==> src/rtl/dds_axis_gen.sv <==
// -----------------------------------------------------------------------------
// dds_axis_gen
// Multi-waveform direct digital synthesiser with AXI-Stream interfaces.
// A phase accumulator feeds a 4-stage pipeline that produces sine
// (quarter-wave ROM), square, triangle or sawtooth samples. The sample and
// its phase leave on two lock-stepped AXI-Stream masters.
//
// Ports
//   aclk, aresetn          clock, asynchronous active-low reset
//   s_axis_config_*        config slave {resync, mode[1:0], poff, pinc}
//   m_axis_data_*          signed sample stream (DATA_W bits)
//   m_axis_phase_*         phase used for the sample on the data channel
// -----------------------------------------------------------------------------
module dds_axis_gen #(
  parameter int                 PHASE_W   = 16,
  parameter int                 DATA_W    = 8,
  parameter int                 LUT_AW    = 8,
  parameter logic [PHASE_W-1:0] PINC_INIT = PHASE_W'(16'h0400),
  parameter logic [PHASE_W-1:0] POFF_INIT = {PHASE_W{1'b0}},
  parameter logic [1:0]         MODE_INIT = 2'd0
) (
  input  logic                     aclk,
  input  logic                     aresetn,
  input  logic [2*PHASE_W+2:0]     s_axis_config_tdata,
  input  logic                     s_axis_config_tvalid,
  output logic                     s_axis_config_tready,
  output logic signed [DATA_W-1:0] m_axis_data_tdata,
  output logic                     m_axis_data_tvalid,
  input  logic                     m_axis_data_tready,
  output logic [PHASE_W-1:0]       m_axis_phase_tdata,
  output logic                     m_axis_phase_tvalid,
  input  logic                     m_axis_phase_tready
);

  localparam int                FX   = 30;
  localparam logic [DATA_W-1:0] PEAK = {1'b0, {(DATA_W-1){1'b1}}};

  // Quarter-wave sine magnitude for ROM entry idx, sampled at the bin centre.
  // Evaluated at elaboration with a fixed-point Taylor series (2^-30 scale)
  // so no real arithmetic reaches synthesis.
  function automatic int sin_q(input int idx);
    longint x, x2, term, sum;
    x    = (64'sd3373259426 * longint'(2 * idx + 1)) >>> (LUT_AW + 2);
    x2   = (x * x) >>> FX;
    term = x;
    sum  = x;
    for (int k = 1; k <= 8; k++) begin
      term = -(((term * x2) >>> FX) / longint'((2 * k) * (2 * k + 1)));
      sum  = sum + term;
    end
    return int'((sum * longint'(2 ** (DATA_W - 1) - 1) + (64'sd1 <<< (FX - 1))) >>> FX);
  endfunction

  logic [DATA_W-1:0] w_rom [2**LUT_AW];

  for (genvar g = 0; g < 2**LUT_AW; g++) begin : g_rom
    localparam int ROM_V = sin_q(g);
    assign w_rom[g] = DATA_W'(ROM_V);
  end

  // Config and control state
  logic               r_cfg_rdy;
  logic [PHASE_W-1:0] r_acc, r_pinc, r_poff;
  logic [1:0]         r_mode;
  // Pipeline state
  logic               r_s1_vld, r_s2_vld, r_out_vld;
  logic [PHASE_W-1:0] r_s1_ph, r_s2_ph, r_out_ph;
  logic [1:0]         r_s1_mode;
  logic [DATA_W-1:0]  r_s2_data, r_out_data;

  logic               w_cfg_hs, w_resync, w_adv;
  logic [1:0]         w_cfg_mode, w_quad;
  logic [PHASE_W-1:0] w_cfg_poff, w_cfg_pinc, w_s0_ph;
  logic [LUT_AW-1:0]  w_lut_a, w_addr;
  logic [DATA_W-1:0]  w_mag, w_tri_t, w_wave;

  assign w_cfg_hs   = s_axis_config_tvalid & r_cfg_rdy;
  assign w_resync   = s_axis_config_tdata[2*PHASE_W+2];
  assign w_cfg_mode = s_axis_config_tdata[2*PHASE_W+1 -: 2];
  assign w_cfg_poff = s_axis_config_tdata[2*PHASE_W-1 -: PHASE_W];
  assign w_cfg_pinc = s_axis_config_tdata[PHASE_W-1:0];

  // The whole pipeline moves as one; it only stalls when a valid output
  // sample is waiting for either sink.
  assign w_adv   = ~r_out_vld | (m_axis_data_tready & m_axis_phase_tready);
  assign w_s0_ph = r_acc + r_poff;

  // Sine lookup: odd quadrants read the ROM mirrored, lower half is negated.
  assign w_quad  = r_s1_ph[PHASE_W-1 -: 2];
  assign w_lut_a = r_s1_ph[PHASE_W-3 -: LUT_AW];
  assign w_addr  = w_quad[0] ? ~w_lut_a : w_lut_a;
  assign w_mag   = w_rom[w_addr];
  // Triangle: fold the second half of the period back down.
  assign w_tri_t = r_s1_ph[PHASE_W-1] ? ~r_s1_ph[PHASE_W-2 -: DATA_W]
                                      : r_s1_ph[PHASE_W-2 -: DATA_W];

  // Waveform selection for the sample currently in stage 1.
  always_comb begin
    w_wave = {DATA_W{1'b0}};
    if (r_s1_vld) begin
      case (r_s1_mode)
        2'd0:    w_wave = w_quad[1] ? -w_mag : w_mag;
        2'd1:    w_wave = r_s1_ph[PHASE_W-1] ? -PEAK : PEAK;
        2'd2:    w_wave = {~w_tri_t[DATA_W-1], w_tri_t[DATA_W-2:0]};
        2'd3:    w_wave = {~r_s1_ph[PHASE_W-1], r_s1_ph[PHASE_W-2 -: DATA_W-1]};
        default: w_wave = {DATA_W{1'b0}};
      endcase
    end else begin
      w_wave = {DATA_W{1'b0}};
    end
  end

  // Config registers; the config port is never backpressured after reset.
  always_ff @(posedge aclk or negedge aresetn) begin
    if (!aresetn) begin
      r_cfg_rdy <= 1'b0;
      r_pinc    <= PINC_INIT;
      r_poff    <= POFF_INIT;
      r_mode    <= MODE_INIT;
    end else begin
      r_cfg_rdy <= 1'b1;
      if (w_cfg_hs) begin
        r_pinc <= w_cfg_pinc;
        r_poff <= w_cfg_poff;
        r_mode <= w_cfg_mode;
      end
    end
  end

  // Phase accumulator; a resync clears it even while the pipeline is stalled.
  always_ff @(posedge aclk or negedge aresetn) begin
    if (!aresetn) begin
      r_acc <= {PHASE_W{1'b0}};
    end else if (w_cfg_hs && w_resync) begin
      r_acc <= {PHASE_W{1'b0}};
    end else if (w_adv) begin
      r_acc <= r_acc + r_pinc;
    end
  end

  // Sample pipeline S1..S3; each sample carries its own phase and mode.
  always_ff @(posedge aclk or negedge aresetn) begin
    if (!aresetn) begin
      r_s1_vld   <= 1'b0;
      r_s1_ph    <= {PHASE_W{1'b0}};
      r_s1_mode  <= 2'd0;
      r_s2_vld   <= 1'b0;
      r_s2_ph    <= {PHASE_W{1'b0}};
      r_s2_data  <= {DATA_W{1'b0}};
      r_out_vld  <= 1'b0;
      r_out_ph   <= {PHASE_W{1'b0}};
      r_out_data <= {DATA_W{1'b0}};
    end else if (w_adv) begin
      r_s1_vld   <= 1'b1;
      r_s1_ph    <= w_s0_ph;
      r_s1_mode  <= r_mode;
      r_s2_vld   <= r_s1_vld;
      r_s2_ph    <= r_s1_ph;
      r_s2_data  <= w_wave;
      r_out_vld  <= r_s2_vld;
      r_out_ph   <= r_s2_ph;
      r_out_data <= r_s2_data;
    end
  end

  assign s_axis_config_tready = r_cfg_rdy;
  assign m_axis_data_tdata    = r_out_data;
  assign m_axis_data_tvalid   = r_out_vld;
  assign m_axis_phase_tdata   = r_out_ph;
  assign m_axis_phase_tvalid  = r_out_vld;

endmodule

==> config.mk <==
export PLATFORM = sky130hd
export DESIGN_NAME = dds_axis_gen
export DESIGN_NICKNAME = d
export VERILOG_FILES = /design/src/rtl/dds_axis_gen.sv
export SDC_FILE = /design/constraint.sdc
export NUM_CORES = 1
export LEC_CHECK = 0
export BUFFER_PORTS_ARGS = -buffer_cell sky130_fd_sc_hd__buf_2
export CAP_MARGIN = 15
export CORE_MARGIN = 3
export CORE_UTILIZATION = 38
export CTS_CLUSTER_DIAMETER = 80
export CTS_CLUSTER_SIZE = 8
export DETAILED_ROUTE_END_ITERATION = 16
export GPL_TIMING_DRIVEN = 0
export PLACE_DENSITY = 0.64
export SETUP_SLACK_MARGIN = 0.02
export SYNTH_ARGS = -nofsm -noshare
export SYNTH_HDL_FRONTEND = slang
export SYNTH_SLANG_ARGS = --single-unit
==> constraint.sdc <==
create_clock -name aclk -period 3.9 [get_ports aclk]
set_input_delay 0.585 -clock aclk [delete_from_list [all_inputs] [get_ports aclk]]
set_output_delay 0.585 -clock aclk [all_outputs]
set_load 0.01 [all_outputs]
==> summary.md <==
| Metric | Value |
|---|---|
| CP max stage delay | `0.41 ns` |
| Total CTS buffers | `17` |
| Final Setup Violations | `0` |
| Fill cell count | `2220` |
| CTS H-Tree Depth | `4` |
| Synth Area in Adders | `about 6.0%` |
| Nets | `1260` |
| Min-Delay Path Class | `input port to async pin` |
| Area occupied by multi-input gates | `~5600 um2` |
| Complex-gate fraction of the synthesized area | `between 20% and 30%` |
| Synth warn | `0` |
| Sw Pwr | `approximately 6 mW` |
| 1st-iter DRT viols | `766` |
| Register area share after synthesis | `33.95%` |
| Seq cells post-synth | `120` |
| DR pass1 iterations | `6` |
| CTS max path bufs | `2` |
| Comb pwr share | `slightly below 70%` |
| Ant diodes | `0` |
| Clk slew on worst S/H paths | `0.06 ns` |
| Clock sink count | `120` |
| Worst-Margin Slew | `between 0.8 and 0.9 ns` |
| P_leak | `around 4.8 nW` |
| Clock Skews | `0.01607 ns` |
| Reg power frac | `between 10% and 20%` |
| Post-DP HPWL | `23.06 mm` |
| Reg2reg start | `r_s1_ph[7]` |
| Worst-path maximum fanout | `11` |
| Post-layout util | `47.61%` |
| Overall Power | `~12 mW` |
| Worst Setup SP | `r_s1_ph[7]` |
| Share of layout cells above drive strength 1 | `21.98%` |
| Vias after detailed routing | `about 8800` |
| Final ANT Viol Nets | `0` |
| Multiplexer share of the synthesized area | `between 4 and 5%` |
| Ys flop type | `dfrtp_1` |
| Final worst-path cycle share | `between 90% and 100%` |
| Tot GR Track Use | `~25%` |
| Int Pwr | `between 6 and 7 mW` |
| Post-route setup TNS | `0 ns` |
| Pwr dens | `between 1000 and 1500 nW/um2` |
| Core ar. | `between 20000 and 25000 um2` |
| Slowest CP cell | `a311oi_4` |
| XOR/XNOR share of the synthesized area | `about 3.3%` |
| Crit. End Element | `flop` |
| CTS tree | `built` |
| Final Max Slew Viols | `0` |
| Share of async-settable or async-resettable flops after synthesis | `100.0%` |
| Synth Net Count | `between 1000 and 1500` |
| Die width | `between 150 and 200 um` |
| Number of enable flip-flop cells after synthesis | `0` |
| Routed length per placed instance | `21.22 um` |
| Vias in the first global route | `roughly 8400` |
| Distinct cells, synth | `83` |
| Clock Tree Root | `clkbuf_16` |
| Status | `finished, final reports clean` |
| Clock network fraction of total power | `about 15%` |
| Most common cell after layout, fill and taps aside | `nand2_1` |
| Post-synthesis simple-gate area fraction | `between 20% and 30%` |
| Switching share of total power | `48.89%` |
| Row Count | `between 50 and 60` |
| Synthesized area per cell | `8.263 um2` |
| Relative slew slack | `approximately 40%` |
| Routed vias/inst | `a little under 6` |
| Unrepaired setup endpoints after global routing | `false` |
| Fmax | `~260 MHz` |
| Critical Setup Path Class | `flop to flop` |
| # hold bufs at CTS | `0` |
| Dominant combinational cell family by area after synthesis | `compound AO/OA/AOI/OAI gates` |
| Pin count of the biggest net entering global routing | `between 90 and 100` |
| Synthesized area | `~8800 um2` |
| Die area | `between 20000 and 30000 um2` |
| Starting Density | `approximately 40%` |
| Grt ovf | `0` |
| Placed Instances | `around 1500` |
| Clk_lat worst skew | `about 0.42 ns` |
| CP Launch Type | `flop` |
| Drt total wl | `31.94 mm` |
| Max cap viols | `0` |
| VDD IR max | `around 0.00036 V` |
| WP data arrival | `between 4 and 5 ns` |
| Die Y | `between 150 and 200 um` |
| Number of antenna violations at the first check in global routing | `0` |
| Most frequent cells in the layout | `nand2_1, dfrtp_1, buf_2, a21oi_1, o21ai_0` |
| Cells after Synth | `between 1000 and 1500` |
| Fin. Hold Viols | `0` |
| Placer Congestion | `just over 1` |
| # DRC | `0` |
| I/O Buffers | `66` |
| Hold_ws | `~0.039 ns` |
| Critical path cell sequence | `buf_6 > buf_12 > xor2_4 > ha_4 > buf_12 > nor2b_4 > buf_4 > buf_4 > o21a_1 > o22ai_2 > o2111ai_2 > a311oi_4 > or2_4 > ha_4 > inv_4 > o41ai_4 > xor2_1 > o21bai_1` |
| Minimum clock period | `around 3.8 ns` |
| WP data required | `4.20 ns` |
| Register Area | `between 3000 and 4000 um2` |
| Synth-to-Final Area Change | `22.55%` |
| First-pass GRT wire length | `slightly below 50 mm` |
| Layout Cells excl Fill | `1505` |
| Io pins | `67` |
==> sequential cells by signal (all words and copies together) (netlist names) <==
register / flops
r_pinc: 16
r_poff: 16
r_s1_mode: 2
r_s2_vld: 1
r_s1_ph: 16
m_axis_phase_tdata: 16
r_s2_ph: 16
r_mode: 2
r_acc: 16
m_axis_data_tdata: 8
m_axis_data_tvalid: 1
r_s2_data: 8
s_axis_config_tready: 1
r_s1_vld: 1
==> worst max-delay path, delay by kind of cell (launching register included) <==
kind	cells	cell delay [ns]
compound gates	6	1.36
buf+inv	6	0.76
xor+xnor	2	0.40
simple gates	2	0.35
flops	1	0.40
fa+ha+maj	2	0.35
==> kinds of logic (layout without fill, tap and decap cells) <==
logic type | count (synthesis) | count (layout)
mux | 36 | 36
compound gates | 331 | 331
xor+xnor | 32 | 32
fa+ha+maj | 41 | 41
flops | 120 | 120
simple gates | 401 | 401
other cells | 1 | 1
buf+inv | 109 | 230
==> power groups by stage <==
stage	Combinational (mW)	Clock [mW]	Sequential (mW)
2_1_floorplan	4.78	0	2.02
3_3_place_gp	6.95	0	2.05
3_5_place_dp	6.84	0	2.06
4_1_cts	7.35	1.83	2.05
5_1_grt	8.79	1.89	2.11
6_report	8.24	1.80	2.05
==> synth_stat cells, types with 4 or more instances <==
cell | count | area share (%)
nand2_1 | 187 | 7.9
dfrtp_1 | 119 | 34
a21oi_1 | 84 | 4.8
o21ai_0 | 60 | 3.4
nor2_1 | 50 | 2.1
clkbuf_1 | 48 | 2.0
ha_1 | 39 | 5.5
mux2_2 | 34 | 4.3
nand2b_1 | 31 | 2.2
buf_2 | 26 | 1.5
nor3_1 | 26 | 1.5
a21o_1 | 23 | 2.0
o22ai_1 | 23 | 1.6
inv_1 | 20 | 0.85
nor2b_1 | 20 | 1.4
xnor2_1 | 19 | 1.9
a31oi_1 | 17 | 1.2
nand3_1 | 16 | 0.90
and3_1 | 13 | 0.92
xor2_1 | 12 | 1.2
a211oi_1 | 11 | 0.93
o221ai_1 | 11 | 1.1
or2_2 | 11 | 0.78
o211ai_1 | 10 | 0.85
and2_1 | 9 | 0.64
o21a_1 | 9 | 0.76
a221oi_1 | 8 | 0.79
buf_4 | 8 | 0.68
nand4_1 | 7 | 0.49
a22oi_1 | 6 | 0.51
nor3b_1 | 6 | 0.51
o2111ai_1 | 6 | 0.59
a21boi_0 | 5 | 0.42
a2bb2oi_1 | 5 | 0.49
a311oi_1 | 5 | 0.49
o21bai_1 | 5 | 0.42
a211o_1 | 4 | 0.40
a22o_1 | 4 | 0.40
==> per-layer routing <==
| metal | share of wire, % | up-vias | track usage [%] |
|---|---|---|---|
| met5 | 0 | - | 0 |
| met4 | 3.9 | 0 | 11.02 |
| met3 | 8.1 | 90 | 5.001 |
| met2 | 44 | 436 | 37.28 |
| met1 | 44 | 4179 | 35.31 |
| li1 | - | 4084 | - |
==> path summary, 6_finish.rpt <==
path / slack [ns] / depth (start not counted) / to
max reg2reg: 0.12 / 18 / r_s2_data[6]
min in group aclk: 0.40 / 2 / r_pinc[11]
min reg2reg: 0.46 / 2 / m_axis_phase_tdata[11]
min: 0.04 / 1 / r_pinc[3]
max: 0.12 / 18 / r_s2_data[6]
max in group asynchronous: 3.12 / 2 / r_s1_ph[14]
==> stage by stage <==
| stage | worst slack, ns | cell area (um2) |
|---|---|---|
| 6_report | 0.1168 | 10850 |
| 3_3_place_gp | -1.276 | 9592 |
| 5_1_grt | 0.01980 | 10850 |
| 2_1_floorplan | 0.1197 | 8870 |
| 3_5_place_dp | -1.248 | 9625 |
| 4_1_cts | 0.02968 | 10550 |
==> layout make-up <==
cell class                      count  share of cell area [%]
Sequential cell                   120                   27.71
Buffer                             81                   4.072
Multi-Input combinational cell    842                   51.94
Clock inverter                     10                   1.754
Clock buffer                       22                   4.465
Tap cell                          313                   3.611
Timing Repair Buffer               95                   5.618
Inverter                           22                  0.8306
==> repair_timing <==
item | CTS | global route
gates cloned | 0 | 2
gates resized for setup | 47 | 34
endpoints found under the setup margin | 8 | 4
buffers inserted | 9 | 17
pin swaps | 9 | 14
hold endpoints to repair | 0 | 0
No activity file was read; power rests on OpenSTA's default activity.
